### src/rtl/uart_pkg.sv
// Shared definitions for the UART receive path: receiver state encoding and frame geometry.
package uart_pkg;

    typedef enum logic [1:0] {
        StIdle,
        StStart,
        StData,
        StStop
    } rx_state_e;

    localparam int unsigned BitsPerFrame    = 8;
    localparam int unsigned OversampleRatio = 4;
    localparam int unsigned PhaseW          = $clog2(OversampleRatio);
    localparam int unsigned BitIdxW         = $clog2(BitsPerFrame);
    // Phase value at which the line is sampled, near the middle of each bit.
    localparam int unsigned SamplePhase     = 1;

endpackage

### src/rtl/uart_rx_fifo_if.sv
// Bus between the UART receiver block and its CPU-side user: line input, baud strobe and FIFO read port.
interface uart_rx_fifo_if #(
    parameter int unsigned CNT_W = 4
);
    import uart_pkg::*;

    logic                    baud_x4;
    logic                    serial;
    logic                    rd_strobe;
    logic                    clr_err;
    logic [BitsPerFrame-1:0] rd_data;
    logic                    rd_valid;
    logic [CNT_W-1:0]        count;
    logic                    framing_err;
    logic                    overrun;

    modport master (
        output baud_x4, serial, rd_strobe, clr_err,
        input  rd_data, rd_valid, count, framing_err, overrun
    );

    modport slave (
        input  baud_x4, serial, rd_strobe, clr_err,
        output rd_data, rd_valid, count, framing_err, overrun
    );

endinterface

### src/rtl/uart_fifo.sv
// First-word fall-through byte FIFO; a push while full is accepted only alongside a pop.
module uart_fifo
    import uart_pkg::*;
#(
    parameter int unsigned DEPTH = 8,
    parameter int unsigned CNT_W = 4
) (
    input  logic                    mclk,
    input  logic                    reset,
    input  logic                    push_i,
    input  logic [BitsPerFrame-1:0] wdata_i,
    input  logic                    pop_i,
    output logic [BitsPerFrame-1:0] rdata_o,
    output logic                    full_o,
    output logic                    empty_o,
    output logic [CNT_W-1:0]        count_o
);

    localparam int unsigned PtrW = $clog2(DEPTH);

    logic [BitsPerFrame-1:0] mem_q [DEPTH];
    logic [PtrW-1:0]         wr_ptr_q, wr_ptr_d;
    logic [PtrW-1:0]         rd_ptr_q, rd_ptr_d;
    logic [CNT_W-1:0]        count_q, count_d;
    logic                    do_push, do_pop;

    assign empty_o = (count_q == '0);
    assign full_o  = (count_q == CNT_W'(DEPTH));
    assign do_pop  = pop_i && !empty_o;
    assign do_push = push_i && (!full_o || do_pop);

    always_comb begin
        wr_ptr_d = wr_ptr_q;
        rd_ptr_d = rd_ptr_q;
        count_d  = count_q;
        if (do_push) wr_ptr_d = wr_ptr_q + PtrW'(1);
        if (do_pop)  rd_ptr_d = rd_ptr_q + PtrW'(1);
        if (do_push && !do_pop) begin
            count_d = count_q + CNT_W'(1);
        end else if (do_pop && !do_push) begin
            count_d = count_q - CNT_W'(1);
        end
    end

    always_ff @(posedge mclk or posedge reset) begin
        if (reset) begin
            wr_ptr_q <= '0;
            rd_ptr_q <= '0;
            count_q  <= '0;
        end else begin
            wr_ptr_q <= wr_ptr_d;
            rd_ptr_q <= rd_ptr_d;
            count_q  <= count_d;
        end
    end

    always_ff @(posedge mclk) begin
        if (do_push) mem_q[wr_ptr_q] <= wdata_i;
    end

    assign rdata_o = empty_o ? '0 : mem_q[rd_ptr_q];
    assign count_o = count_q;

endmodule

### src/rtl/uart_rx_fifo.sv
// 8-N-1 UART receiver oversampling at 4x the bit rate, feeding received bytes into a FWFT FIFO
// with sticky framing-error and overrun flags.
module uart_rx_fifo
    import uart_pkg::*;
#(
    parameter int unsigned DEPTH = 8,
    parameter int unsigned CNT_W = 4
) (
    input  logic         mclk,
    input  logic         reset,
    uart_rx_fifo_if.slave bus_io
);

    logic [1:0]              sync_q;
    logic                    ser_s;
    rx_state_e               state_q, state_d;
    logic [PhaseW-1:0]       phase_q, phase_d;
    logic [BitIdxW-1:0]      bit_idx_q, bit_idx_d;
    logic [BitsPerFrame-1:0] shift_q, shift_d;
    logic                    tick, sample, wrap;
    logic                    push, fe_set, ov_set;
    logic                    framing_err_q, framing_err_d;
    logic                    overrun_q, overrun_d;
    logic [BitsPerFrame-1:0] fifo_rdata;
    logic                    fifo_full, fifo_empty;
    logic [CNT_W-1:0]        fifo_count;

    always_ff @(posedge mclk or posedge reset) begin
        if (reset) sync_q <= 2'b11;
        else       sync_q <= {sync_q[0], bus_io.serial};
    end
    assign ser_s = sync_q[1];

    assign tick   = bus_io.baud_x4;
    assign sample = tick && (state_q != StIdle) && (phase_q == PhaseW'(SamplePhase));
    assign wrap   = tick && (phase_q == PhaseW'(OversampleRatio - 1));

    always_ff @(posedge mclk or posedge reset) begin
        if (reset) begin
            state_q   <= StIdle;
            phase_q   <= '0;
            bit_idx_q <= '0;
            shift_q   <= '0;
        end else begin
            state_q   <= state_d;
            phase_q   <= phase_d;
            bit_idx_q <= bit_idx_d;
            shift_q   <= shift_d;
        end
    end

    always_comb begin
        state_d   = state_q;
        phase_d   = phase_q;
        bit_idx_d = bit_idx_q;
        shift_d   = shift_q;
        if (tick && (state_q != StIdle)) phase_d = phase_q + PhaseW'(1);
        unique case (state_q)
            StIdle: begin
                if (tick && !ser_s) begin
                    state_d = StStart;
                    phase_d = '0;
                end
            end
            StStart: begin
                // A start bit that has gone high again by mid-bit is treated as line noise.
                if (sample && ser_s) begin
                    state_d = StIdle;
                    phase_d = '0;
                end else if (wrap) begin
                    state_d   = StData;
                    bit_idx_d = '0;
                end
            end
            StData: begin
                if (sample) shift_d = {ser_s, shift_q[BitsPerFrame-1:1]};
                if (wrap) begin
                    if (bit_idx_q == BitIdxW'(BitsPerFrame - 1)) state_d = StStop;
                    else bit_idx_d = bit_idx_q + BitIdxW'(1);
                end
            end
            StStop: begin
                if (sample) begin
                    state_d = StIdle;
                    phase_d = '0;
                end
            end
            default: state_d = StIdle;
        endcase
    end

    always_comb begin
        push   = 1'b0;
        fe_set = 1'b0;
        if ((state_q == StStop) && sample) begin
            push   = ser_s;
            fe_set = !ser_s;
        end
    end

    // A pop in the same cycle frees the slot, so only an unaccompanied push into a full FIFO is lost.
    assign ov_set = push && fifo_full && !bus_io.rd_strobe;

    assign framing_err_d = fe_set || (framing_err_q && !bus_io.clr_err);
    assign overrun_d     = ov_set || (overrun_q && !bus_io.clr_err);

    always_ff @(posedge mclk or posedge reset) begin
        if (reset) begin
            framing_err_q <= 1'b0;
            overrun_q     <= 1'b0;
        end else begin
            framing_err_q <= framing_err_d;
            overrun_q     <= overrun_d;
        end
    end

    uart_fifo #(
        .DEPTH (DEPTH),
        .CNT_W (CNT_W)
    ) u_fifo (
        .mclk    (mclk),
        .reset   (reset),
        .push_i  (push),
        .wdata_i (shift_q),
        .pop_i   (bus_io.rd_strobe),
        .rdata_o (fifo_rdata),
        .full_o  (fifo_full),
        .empty_o (fifo_empty),
        .count_o (fifo_count)
    );

    assign bus_io.rd_data     = fifo_rdata;
    assign bus_io.rd_valid    = !fifo_empty;
    assign bus_io.count       = fifo_count;
    assign bus_io.framing_err = framing_err_q;
    assign bus_io.overrun     = overrun_q;

endmodule

### src/flat_wrapper.sv
// flat-port wrapper written by rule: the top's interface ports become plain ports
module uart_rx_fifo_flat import uart_pkg::*;
#(
    parameter int unsigned DEPTH = 8,
    parameter int unsigned CNT_W = 4
)
  (mclk, reset, bus_io_baud_x4, bus_io_serial, bus_io_rd_strobe, bus_io_clr_err, bus_io_rd_data, bus_io_rd_valid, bus_io_count, bus_io_framing_err, bus_io_overrun);
  uart_rx_fifo_if #(.CNT_W(CNT_W)) bus_io_i ();
  input  logic mclk;
  input  logic reset;
  input wire logic [$bits(bus_io_i.baud_x4)-1:0] bus_io_baud_x4;
  input wire logic [$bits(bus_io_i.serial)-1:0] bus_io_serial;
  input wire logic [$bits(bus_io_i.rd_strobe)-1:0] bus_io_rd_strobe;
  input wire logic [$bits(bus_io_i.clr_err)-1:0] bus_io_clr_err;
  output wire logic [$bits(bus_io_i.rd_data)-1:0] bus_io_rd_data;
  output wire logic [$bits(bus_io_i.rd_valid)-1:0] bus_io_rd_valid;
  output wire logic [$bits(bus_io_i.count)-1:0] bus_io_count;
  output wire logic [$bits(bus_io_i.framing_err)-1:0] bus_io_framing_err;
  output wire logic [$bits(bus_io_i.overrun)-1:0] bus_io_overrun;
  assign bus_io_i.baud_x4 = bus_io_baud_x4;
  assign bus_io_i.serial = bus_io_serial;
  assign bus_io_i.rd_strobe = bus_io_rd_strobe;
  assign bus_io_i.clr_err = bus_io_clr_err;
  assign bus_io_rd_data = bus_io_i.rd_data;
  assign bus_io_rd_valid = bus_io_i.rd_valid;
  assign bus_io_count = bus_io_i.count;
  assign bus_io_framing_err = bus_io_i.framing_err;
  assign bus_io_overrun = bus_io_i.overrun;
  uart_rx_fifo #(.DEPTH(DEPTH), .CNT_W(CNT_W)) u_core (.mclk(mclk), .reset(reset), .bus_io(bus_io_i));
endmodule
### config.mk
export PLATFORM = sky130hd
export DESIGN_NAME = uart_rx_fifo_flat
export DESIGN_NICKNAME = d
export VERILOG_FILES = /design/src/rtl/uart_pkg.sv /design/src/rtl/uart_rx_fifo_if.sv /design/src/rtl/uart_fifo.sv /design/src/rtl/uart_rx_fifo.sv /design/src/flat_wrapper.sv
export SDC_FILE = /design/constraint.sdc
export NUM_CORES = 1
export LEC_CHECK = 0
export CAP_MARGIN = 10
export CORE_ASPECT_RATIO = 0.9
export CORE_MARGIN = 3
export CORE_UTILIZATION = 30
export DETAILED_ROUTE_END_ITERATION = 16
export MAX_ROUTING_LAYER = met4
export PLACE_DENSITY = 0.57
export SLEW_MARGIN = 20
export SYNTH_ARGS = -nofsm -noshare
export SYNTH_HDL_FRONTEND = slang
export SYNTH_HIERARCHICAL = 1
export SYNTH_SLANG_ARGS = --single-unit
### constraint.sdc
create_clock -name mclk -period 2.7 [get_ports mclk]
set_clock_uncertainty 0.1 [all_clocks]
set_input_delay 0.54 -clock mclk [delete_from_list [all_inputs] [get_ports mclk]]
set_output_delay 0.54 -clock mclk [all_outputs]
set_load 0.01 [all_outputs]
# After elaboration in Yosys (flattened, before gate mapping)
# Memory sizes are Yosys's and may differ from the RTL's.
# Index checks and enable logic that the tools add are counted.
[totals]
mem_bits_ro = 0
ramBits = 64
regBits = 29
latch_bits = 0
inputBits = 6
n_memories = 1
elab_cells = 88
[op_classes]
order_cmp = 0
n_eq_ne = 15
multipliers = 0
div_mod_pow = 0
addsub = 6
reduce_logical = 32
shift = 0
muxes = 24
bitwise = 0
[mem_list]
columns = ["name", "depth", "width", "rd", "rd_clocked_by_memory_dff", "write_ports", "line_no", "rtl"]
rows = [
  ["u_core.u_fifo.mem_q", 8, 8, 1, 0, 1, "uart_fifo.sv:21", "logic [BitsPerFrame-1:0] mem_q [DEPTH];"],
]
[ops]
columns = ["op", "n"]
rows = [
  ["$mux 2", 10],
  ["$logic_and 1x1->1", 14],
  ["$mux 3", 4],
  ["$ne 2x1->1 const B", 5],
  ["$reduce_and 5->1", 2],
  ["$add 3x1->3 const B", 3],
  ["$mux 4", 2],
  ["$mux 8", 1],
  ["$pmux 2 s4", 1],
  ["$logic_not 1->1", 7],
  ["$eq 2x2->1 const B", 3],
  ["$pmux 2 s3", 1],
  ["$pmux 3 s2", 1],
  ["$reduce_bool 2->1", 3],
  ["$add 4x1->4 const B", 1],
  ["$eq 2x1->1 const B", 2],
  ["$eq 4x4->1 const B", 1],
  ["$logic_not 4->1", 1],
  ["$mux 1", 4],
  ["$ne 2x2->1 const B", 2],
  ["$sub 4x1->4 const B", 1],
  ["$eq 3x3->1 const B", 1],
  ["$logic_or 1x1->1", 3],
  ["$ne 3x1->1 const B", 1],
  ["3 further kinds", 3],
]

# Longest topological paths before layout
# Gate-level depths: netlist (run 1).
[logic_depth]
ltp_word = 10
depth_mapped = 12

# Hierarchy
# Netlist (run 1), hierarchy kept.
[modules_own_cells]
columns = ["mod", "seq_area_each_um2", "cells_each", "n_inst", "area_each_um2"]
rows = [
  ["uart_fifo", 2172.1, 158, 1, 3060.4],
  ["uart_rx_fifo", 478.0, 77, 1, 938.4],
]

# Least setup slack after synthesis (run 1)
# No wires, ideal clock.
[synth_path]
path_kind = "register -> register"
startpoint = "register u_core.u_fifo.count_q[0] (netlist: u_core/u_fifo/count_o[0])"
endpoint = "register u_core.u_fifo.count_q[3] (netlist: u_core/u_fifo/count_o[3])"
arrival_ps = 2649
required_time_ps = 2463
setup_slack_ps = -186
synth_period_minus_slack_ps = 2886
path_stages_with_launch = 10
path_cell_list = "dfrtp_1 > or4b_4 > o21ai_4 > inv_1 > ha_1 > inv_1 > ha_1 > or4_1 > nand3_1 > o221ai_1"
[synth_via]
elab_chain_cells = 8
word_cells_on_any_way = 16
classes_between = "add/sub: 2; eq/ne: 1; mux: 2; reduce/logical: 11"
[synth_lines]
columns = ["element", "line_no", "rtl"]
rows = [
  ["start: declaration", "uart_fifo.sv:24", "logic [CNT_W-1:0] count_q, count_d;"],
  ["start signal: assignment", "uart_fifo.sv:53", "count_q <= count_d;"],
  ["$logic_not 4->1", "uart_fifo.sv:27", "assign empty_o = (count_q == '0);"],
  ["$logic_not 1->1", "uart_fifo.sv:29", "assign do_pop = pop_i && !empty_o;"],
  ["$logic_and 1x1->1", "uart_fifo.sv:29", ""],
  ["$logic_or 1x1->1 (*)", "uart_fifo.sv:30", "assign do_push = push_i && (!full_o || do_pop);"],
  ["$logic_and 1x1->1 (*)", "uart_fifo.sv:30", ""],
  ["via u_core.u_fifo.do_push", "uart_fifo.sv:25", "logic do_push, do_pop;"],
  ["$logic_not 1->1", "uart_fifo.sv:40", "end else if (do_pop && !do_push) begin"],
  ["$logic_and 1x1->1", "uart_fifo.sv:40", ""],
  ["$reduce_bool 2->1 (no line)", "-", ""],
]
# The timed path passes the listed nets; every way through them passes the cells marked *. The select of a mux whose other input is x is not followed.
# A chain may end at the register's enable or synchronous reset.

# Final worst setup path (run 1)
[layout_path]
startpoint = "register u_core.u_fifo.count_q[1] (netlist: u_core/u_fifo/count_o[1])"
endpoint = "output bus_io_rd_valid"
[layout_via]
elab_chain_cells = 2
[layout_lines]
columns = ["element", "line_no", "rtl"]
rows = [
  ["$logic_not 4->1", "uart_fifo.sv:27", ""],
  ["via u_core.fifo_empty", "uart_rx_fifo.sv:25", "logic fifo_full, fifo_empty;"],
  ["$logic_not 1->1", "uart_rx_fifo.sv:133", "assign bus_io.rd_valid = !fifo_empty;"],
  ["end: declaration", "flat_wrapper.sv:16", "output wire logic [$bits(bus_io_i.rd_valid)-1:0] bus_io_rd_valid;"],
]
# The timed path passes the listed nets, and every way through them passes these cells.

==> results.yml, run 1 <==
logic_synthesis:
  syn_avg_cell_area_um2: 17.02
  synth-main-ff-cell: "edfxtp_1"
  synth-edff-count: 64
  synth_top_area_frac: 0.4806
  ys_types: 49
  yosys_register_bits: 93
  synthesis.nets: 251
  synth_area_mm2: 0.003999
  seq_area_frac_synth: 0.6627
  synthArstFlopShare: 0.3118
  yosys.area.top_type: "edfxtp_1"
  yosys_warnings: 6
  synth.area.top_cells: "edfxtp_1 (48%), dfrtp_1 (17%), mux4_2 (9.0%)"
  syn-instance-count: 235
placed_design:
  dpl.hpwl_um: 5139
  io_buffers: 20
  placed_cell_area_mm2: 0.004593
  pre_cts_ws_ns: -0.1441
  place_congestion: 0.8276
run_status:
  outcome: "complete, no violations"
clock_network:
  htree_levels: 3
  cts_sinks: 93
  numCtsBuffers: 9
  cts_tree: "done"
  clk_pin_slew_ns: 0.07
  cts_root_buf: "clkbuf_16"
  clock_latency_ns: 0.33
  clk_path_buf_depth: 2
detailed_routing:
  drt_iter0_drc: 128
  drc: 0
  avgViaCountPerCell: 4.738
  route.vias.total: 2156
  drt_pass1_iterations: 4
  ant_nets: 0
  wl_um: 7510
  wire_per_inst_um: 16.51
sta:
  period_minus_slack_ns: 2.606
  rsz0062_at_grt: "false"
  fin_crit_sh: 0.9653
  final_hold_viol_count: 0
  timing.fmax_mhz: 383.7
  worst_pin_slew_ns: 0.7624
  slew_violations: 0
  setup_viol: 0
  setup_slack_ns: 0.09377
  slew_headroom: 0.4912
critical_path:
  start_kind: "register"
  r2r-start: "u_core/u_fifo/count_o[0]$_DFFE_PP0P_"
  worst-setup-path-type: "reg2out"
  setup.worst_path.end: "bus_io_rd_valid"
  r2r_cells: 10
  critPathLaunch: "u_core/u_fifo/count_o[1]$_DFFE_PP0P_"
  critPathMaxFanout: 4
  cp.required_ns: 2.06
  crit_path_end_kind: "output pin"
  crit_arrival_ns: 1.97
  r2r_slack_ns: 0.11
  worst_r2r_endpoint: "u_core/u_fifo/count_o[3]$_DFFE_PP0P_"
run:
  maxCapViolCount: 0
power_and_ir_drop:
  p_leak_uw: 0.001823
  power.share.sequential: 0.398
  p_int_uw: 3116
  switchingPower_uw: 1399
  p_per_area_mw_per_mm2: 925.4
  p_sw_frac: 0.3099
  pwr-share-comb: 0.331
  ir_worst_vdd_mv: 0.4017
  power_frac_clock: 0.271
global_route:
  grt_pass1_vias: 2184
  grt_start_max_net_pins: 20
  grt_pass1_wl_um: 12160
  grt_remaining_overflow: 0
  grt_antenna_before_repair: 0
  grtUsageTotal: 0.1116
floorplanning:
  io_pins: 21
  fp.coreArea_mm2: 0.01288
  die_w_um: 127.7
  num_rows: 39
  die-area_mm2: 0.01475
  start_util: 0.3104
  die_y_um: 115.5
worst_hold_path:
  min-delay-start: "u_core/sync_q[0]$_DFF_PP1_"
  worstHoldPathType: "reg2reg"
layout:
  antenna_cells: 0
  drive_gt1_frac: 0.3540
  synthToLayoutAreaGrowth_pct: 22.00
  utilization: 0.3787
  nFillCells: 1232
  stdcell_area_mm2: 0.004878
  nets: 302
==> power groups by stage <==
stage	Sequential [uW]	Clock [uW]	Combinational [uW]
6_report	1800	1220	1500
5_1_grt	1820	1320	1650
4_1_cts	1800	1260	1560
3_5_place_dp	1830	0	1600
3_3_place_gp	1820	0	1580
2_1_floorplan	1820	0	970
==> metrics by stage <==
stage                     power [uW]  hold WS (ns)  TNS [ns]  cells
after floorplan                 2788        0.2452         0    235
after global placement          3395        0.2466   -0.2133    438
after detailed placement        3422        0.2500   -0.2619    438
after CTS                       4614        0.2602         0    454
after global routing            4787        0.2614         0    455
final                           4515        0.2578         0    455
==> cell usage in the layout, fill, tap and decap left out, types with 2 or more instances in the layout <==
cell type        synthesis  layout
o21ai_0                  4       4
inv_6                    0       2
dfrtp_2                  0       3
nand2_1                  5       5
inv_2                    0       2
clkinv_4                 0       2
o221ai_1                 2       2
nor3_1                   4       4
buf_12                   0       2
buf_6                    2       2
or4_4                    1       2
a22o_1                  11      11
clkdlybuf4s50_1          0      12
mux2_2                  11      11
nor2b_1                  2       2
clkbuf_2                 1       8
or3_1                    3       3
a32o_1                   2       2
inv_8                    0       2
clkbuf_16                0       9
edfxtp_1                64      64
inv_1                   13      10
dfstp_2                  2       2
nand3_1                  4       3
buf_4                    5      26
o211ai_1                 3       3
a21oi_1                  3       3
nand3b_1                 2       2
xnor2_1                  6       6
nand2b_1                 3       3
dfrtp_1                 27      24
ha_1                     9       7
mux4_2                  16      16
nor2_1                   7       7
==> Yosys cell counts (3+ instances only) <==
cell type / n
nor3_1: 4
or3_1: 3
xnor2_1: 6
a21oi_1: 3
nand2_1: 5
o211ai_1: 3
a22o_1: 11
dfrtp_1: 27
o21ai_0: 4
nor2_1: 7
mux4_2: 16
ha_1: 9
inv_1: 13
edfxtp_1: 64
buf_4: 5
nand3_1: 4
mux2_2: 11
nand2b_1: 3
==> cell type report <==
type	count	area, um^2	area share
repair buffers	50	417.9	0.08566
clock inverters	7	73.82	0.01513
multi-input cells	119	1251	0.2565
well taps	164	205.2	0.04206
clock buffers	9	225.2	0.04617
flip-flops and latches	93	2654	0.5440
inverters	13	51.30	0.01052
==> per-layer routing <==
layer	GRT usage	share of wire
met3	0.03180	0.026
met4	0.02475	0.0059
met2	0.1841	0.52
met5	-	0
met1	0.1382	0.45
==> worst max-delay path, stage by stage (launching register included) <==
cell and delay, ns:
dfrtp_2 0.40, or4_4 0.57, inv_4 0.08, buf_4 0.09
inv_1 0.03, clkdlybuf4s50_1 0.47
==> worst min-delay path by stage <==
| stage | end | slack [ns] | cells after the start |
|---|---|---|---|
| floorplan | u_core/sync_q[1]$_DFF_PP1_ | 0.25 | 0 |
| global placement | u_core/sync_q[1]$_DFF_PP1_ | 0.25 | 0 |
| detailed placement | u_core/sync_q[1]$_DFF_PP1_ | 0.25 | 0 |
| CTS | u_core/sync_q[1]$_DFF_PP1_ | 0.26 | 0 |
| global route | u_core/sync_q[1]$_DFF_PP1_ | 0.26 | 0 |
| finish | u_core/sync_q[1]$_DFF_PP1_ | 0.26 | 0 |
==> flip-flops by register name, indices dropped and copies added, names as in the netlist, named ones only <==
register and flops:
u_core/bit_idx_q 3, u_core/u_fifo/wr_ptr_q 3, u_core/u_fifo/mem_q 64, u_core/u_fifo/count_o 4, u_core/state_q 1, u_core/phase_q 2
u_core/bus_io.overrun 1, u_core/sync_q 2, u_core/shift_q 8, u_core/u_fifo/rd_ptr_q 3, u_core/bus_io.framing_err 1
==> logic make-up after synthesis <==
group | after synthesis | synth area share
buf+inv | 23 | 0.03035
xor+xnor | 6 | 0.01314
simple gates | 42 | 0.06759
compound gates | 32 | 0.06571
flops | 93 | 0.6627
fa+ha+maj | 10 | 0.03317
mux | 29 | 0.1273
==> repair_timing <==
item | in CTS | in global routing
buffers inserted | 0 | 1
resized for setup | 16 | 15
endpoints found under the setup margin | 8 | 11
gates cloned | 0 | 0
hold buffers | 0 | 0
pin swaps | 1 | 3
(Power assumes the default switching activity.)
==> inputs of run 2 (changes only) <==
Settings changed: REMOVE_ABC_BUFFERS set to 1.
==> results.yml, run 2 (synthesis results as in run 1) <==
worst_hold_path:
  worstHoldPathType: "reg2reg"
  min_delay_path_depth: 0
  min_to: "u_core/sync_q[1]$_DFF_PP1_"
  min-delay-start: "u_core/sync_q[0]$_DFF_PP1_"
layout:
  synthToLayoutAreaGrowth_pct: 23.06
  stdcell_area_mm2: 0.004921
  antenna_cells: 0
  layout_commonest_cell: "edfxtp_1"
  largest_register_ffs: 64
  layout_common_cells: "edfxtp_1 (64), buf_4 (30), dfrtp_1 (27)"
  drive_gt1_frac: 0.3299
  regMostFlops: "u_core/u_fifo/mem_q"
  nets: 305
critical_path:
  start_kind: "register"
  crit_path_top_delay_cell: "or4_4"
  crit_path_end_kind: "output pin"
  crit_path_cell_trace: "or4_4, and2_4, buf_6, a22o_1, buf_2"
  crit_arrival_ns: 1.99
  worst-setup-path-type: "reg2out"
  path_buf_inv: 2
  cp.required_ns: 2.06
  critPathMaxFanout: 6
  crit_family: "simple AND/OR/NAND/NOR gates"
  r2r-start: "u_core/u_fifo/count_o[0]$_DFFE_PP0P_"
  worst_r2r_endpoint: "u_core/u_fifo/count_o[3]$_DFFE_PP0P_"
  r2r_slack_ns: 0.07
  critPathMaxStageDelay_ns: 0.57
  r2r_cells: 9
sta:
  period_minus_slack_ns: 2.630
  fin_crit_sh: 0.9743
  fin_tns_setup_ns: 0
  slew_headroom: 0.5082
  hold_slack_ns: 0.2561
  rsz0062_at_grt: "true"
  timing.fmax_mhz: 380.2
  final_hold_viol_count: 0
  worst_pin_slew_ns: 0.7369
  setup_viol: 0
  slew_violations: 0
power_and_ir_drop:
  fin_total_pwr_uw: 4604
  p_sw_frac: 0.3001
  p_leak_uw: 0.001845
  pwr-share-comb: 0.333
  p_int_uw: 3222
  switchingPower_uw: 1382
  ir_worst_vdd_mv: 0.2970
  power.share.sequential: 0.389
  p_per_area_mw_per_mm2: 935.6
  power_frac_clock: 0.278
placed_design:
  io_buffers: 20
  placed_cell_area_mm2: 0.004582
  place_congestion: 0.8011
  dpl.hpwl_um: 5015
detailed_routing:
  drc: 0
  drt_iter0_drc: 140
  route.vias.total: 2180
  wl_um: 7528
  avgViaCountPerCell: 4.760
  ant_nets: 0
  drt_pass1_iterations: 4
  wire_per_inst_um: 16.44
clock_network:
  cts_tree: "done"
  cts_sinks: 93
  numCtsBuffers: 9
  clk_pin_slew_ns: 0.06
  clk_path_buf_depth: 2
  cts_root_buf: "clkbuf_16"
  clock_latency_ns: 0.34
  htree_levels: 3
floorplanning:
  start_util: 0.3104
  die_y_um: 115.5
  fp.coreArea_mm2: 0.01288
  num_rows: 39
  die-area_mm2: 0.01475
  io_pins: 21
  die_w_um: 127.7
global_route:
  grt_pass1_wl_um: 12610
  grtUsageTotal: 0.1159
  grt_remaining_overflow: 0
  grt_antenna_before_repair: 0
  grt_start_max_net_pins: 20
  grt_pass1_vias: 2305
run_status:
  outcome: "complete, no violations"
run:
  maxCapViolCount: 0
[run 2: cell types whose count changed in the layout (fill, tap and decap cells not counted), moves of 2 or more]
cell and change:
buf_4 +4, dfrtp_1 +3, clkbuf_2 -7, buf_2 +2, dfrtp_2 -3, clkdlybuf4s15_1 +4
[run 2: worst max-delay path by stage]
stage,from,end,slack (ns),depth (start not counted)
floorplan,u_core/u_fifo/count_o[0]$_DFFE_PP0P_,u_core/u_fifo/count_o[3]$_DFFE_PP0P_,-0.19,9
global placement,bus_io_baud_x4,u_core/u_fifo/count_o[3]$_DFFE_PP0P_,-0.22,11
detailed placement,bus_io_baud_x4,u_core/u_fifo/count_o[3]$_DFFE_PP0P_,-0.29,11
CTS,u_core/u_fifo/count_o[0]$_DFFE_PP0P_,bus_io_rd_data[2],-0.05,5
global route,u_core/u_fifo/count_o[0]$_DFFE_PP0P_,bus_io_rd_data[7],-0.01,5
finish,u_core/u_fifo/count_o[0]$_DFFE_PP0P_,bus_io_rd_data[7],0.07,5
[run 2: repair_timing]
item,4_1_cts,5_1_grt
setup buffers,3,0
hold buffers,0,0
pin swaps,2,1
resized for setup,16,13
setup endpoints to repair,9,9
[run 2: layout make-up]
class / count / area (um^2)
fillers: 1233 / 7961
flip-flops and latches: 93 / 2650
multi-input cells: 119 / 1250
repair buffers: 53 / 460.4
clock buffers: 9 / 225.2
well taps: 164 / 205.2
clock inverters: 7 / 81.33
inverters: 13 / 48.80
[run 2: metrics by stage]
| stage | setup WS, ns | util | std cells |
|---|---|---|---|
| floorplan | -0.1863 | - | 225 |
| global placement | -0.2216 | 0.3557 | 439 |
| detailed placement | -0.2938 | 0.3557 | 439 |
| CTS | -0.05303 | 0.3801 | 458 |
| global route | -0.01305 | 0.3820 | 458 |
| finish | 0.06952 | 0.3820 | 458 |
[run 2: power groups by stage]
stage	Combinational (uW)	Sequential [uW]	Clock, uW
final	1530	1790	1280
after global routing	1700	1810	1370
after CTS	1540	1790	1320
after detailed placement	1580	1820	0
after global placement	1550	1810	0
after floorplan	770	1920	0
[run 2: metal layers]
metal  vias up  wire length (um)  global-route usage
li1       1036                 -                   -
met1      1109              3493              0.1492
met2        24              3689              0.1789
met3        11               228             0.03364
met4         0               116             0.03607
met5         -                 0                   -
==> inputs of run 3 (changes only) <==
Settings changed: CTS_CLUSTER_SIZE set to 25, PLACE_DENSITY 0.57 to 0.56.
Clock period 2.7 ns to 2.98 ns, I/O delays scaled along.
==> results.yml, run 3 (synthesis results as in run 1) <==
worst_hold_path:
  min_to: "u_core/sync_q[1]$_DFF_PP1_"
  worstHoldPathType: "reg2reg"
  min_delay_path_depth: 0
  min-delay-start: "u_core/sync_q[0]$_DFF_PP1_"
critical_path:
  r2r-start: "u_core/u_fifo/count_o[0]$_DFFE_PP0P_"
  critPathMaxStageDelay_ns: 0.57
  r2r_slack_ns: 0.21
  path_buf_inv: 3
  r2r_cells: 10
  crit_path_top_delay_cell: "or4_4"
  crit_family: "simple AND/OR/NAND/NOR gates"
  critPathMaxFanout: 8
  crit_arrival_ns: 2.14
  worst_r2r_endpoint: "u_core/u_fifo/count_o[3]$_DFFE_PP0P_"
  start_kind: "register"
  worst-setup-path-type: "reg2out"
  crit_path_cell_trace: "or4_4, inv_1, nor2_1, buf_4, a22o_1, dlygate4sd2_1"
  crit_path_end_kind: "output pin"
  cp.required_ns: 2.28
placed_design:
  place_congestion: 0.7522
  dpl.hpwl_um: 4819
  dp_cells: 432
  pre_cts_ws_ns: -0.02097
  io_buffers: 20
clock_network:
  numCtsBuffers: 9
  cts_root_buf: "clkbuf_16"
  htree_levels: 3
  clock_latency_ns: 0.33
  cts_tree: "done"
  clk_path_buf_depth: 2
  ctsHoldBuffers: 0
  clk_pin_slew_ns: 0.06
  cts_sinks: 93
power_and_ir_drop:
  p_leak_uw: 0.001803
  switchingPower_uw: 1209
  power_frac_clock: 0.278
  p_int_uw: 2840
  p_per_area_mw_per_mm2: 841.7
  p_sw_frac: 0.2986
  ir_worst_vdd_mv: 0.3253
  pwr-share-comb: 0.320
  power.share.sequential: 0.401
  fin_total_pwr_uw: 4048
layout:
  layout_common_cells: "edfxtp_1 (64), dfrtp_1 (27), buf_4 (23)"
  drive_gt1_frac: 0.2737
  nets: 296
  largest_register_ffs: 64
  instances_no_fill: 449
  nFillCells: 1229
  utilization: 0.3733
  layout_commonest_cell: "edfxtp_1"
  regMostFlops: "u_core/u_fifo/mem_q"
  antenna_cells: 0
  synthToLayoutAreaGrowth_pct: 20.28
detailed_routing:
  ant_nets: 0
  route.vias.total: 2152
  wl_um: 7344
  drt_pass1_iterations: 4
  drt_iter0_drc: 199
  drc: 0
  wire_per_inst_um: 16.36
  avgViaCountPerCell: 4.793
sta:
  slew_headroom: 0.4774
  fin_crit_sh: 0.9533
  worst_pin_slew_ns: 0.7830
  setup_slack_ns: 0.1392
  slew_violations: 0
  hold_slack_ns: 0.2551
  setup_viol: 0
  rsz0062_at_grt: "false"
  final_hold_viol_count: 0
  period_minus_slack_ns: 2.841
  timing.fmax_mhz: 352.0
global_route:
  grt_pass1_wl_um: 11790
  grtUsageTotal: 0.1111
  grt_start_max_net_pins: 20
  grt_pass1_vias: 2135
  grt_remaining_overflow: 0
  grt_antenna_before_repair: 0
run_status:
  outcome: "complete, no violations"
floorplanning:
  io_pins: 21
  num_rows: 39
  start_util: 0.3104
  fp.coreArea_mm2: 0.01288
  die_w_um: 127.7
  die_y_um: 115.5
  die-area_mm2: 0.01475
run:
  maxCapViolCount: 0
-- run 3: worst reg2reg max path, delay by kind of cell, from the launching register on --
kind	cells	cell delay (ns)
and+or+nand+nor	3	1.17
adders and majority gates	2	0.43
DFF	1	0.38
buffers and inverters	3	0.28
AOI/OAI and AO/OA	2	0.26
-- run 3: worst max path at each step --
stage | from | to | slack (ns) | depth (start not counted)
6_report | u_core/u_fifo/count_o[0]$_DFFE_PP0P_ | bus_io_rd_data[2] | 0.14 | 6
5_1_grt | u_core/u_fifo/count_o[0]$_DFFE_PP0P_ | bus_io_rd_data[2] | 0.02 | 6
4_1_cts | u_core/u_fifo/count_o[0]$_DFFE_PP0P_ | bus_io_rd_data[2] | 0.10 | 6
3_5_place_dp | bus_io_baud_x4 | u_core/u_fifo/count_o[3]$_DFFE_PP0P_ | -0.02 | 11
3_3_place_gp | bus_io_baud_x4 | u_core/u_fifo/count_o[3]$_DFFE_PP0P_ | -0.007 | 11
2_1_floorplan | u_core/u_fifo/count_o[0]$_DFFE_PP0P_ | u_core/u_fifo/count_o[3]$_DFFE_PP0P_ | 0.09 | 9
-- run 3: repair_timing --
| item | CTS | global route |
|---|---|---|
| gates resized for setup | 8 | 0 |
| endpoints found under the setup margin | 8 | 0 |
| buffers inserted | 1 | 0 |
-- run 3: power by group through the flow --
| stage | clock network [uW] | logic [uW] | registers (uW) |
|---|---|---|---|
| final | 1130 | 1300 | 1620 |
| after global routing | 1230 | 1420 | 1650 |
| after CTS | 1160 | 1320 | 1630 |
| after detailed placement | 0 | 1370 | 1660 |
| after global placement | 0 | 1360 | 1650 |
| after floorplan | 0 | 698 | 1740 |
-- run 3: layout make-up --
type / count / area (um^2) / area share
inverter: 13 / 48.80 / 0.01015
tap: 164 / 205.2 / 0.04266
timing repair buffer: 44 / 382.9 / 0.07960
multi-input combinational: 119 / 1227 / 0.2552
clock inverter: 7 / 70.07 / 0.01457
clock buffer: 9 / 225.2 / 0.04683
sequential: 93 / 2650 / 0.5510
-- run 3: through the flow --
stage	area, um^2	TNS [ns]
after floorplan	3926	0
after global placement	4517	-0.006621
after detailed placement	4517	-0.02097
after CTS	4810	0
after global routing	4810	0
final	4810	0
-- run 3: routing by layer --
metal	up-vias	GRT usage	part of all wire
met5	-	-	0
met4	0	0.03819	0.013
met3	9	0.03456	0.036
met2	30	0.1652	0.48
met1	1105	0.1456	0.48
li1	1008	-	-
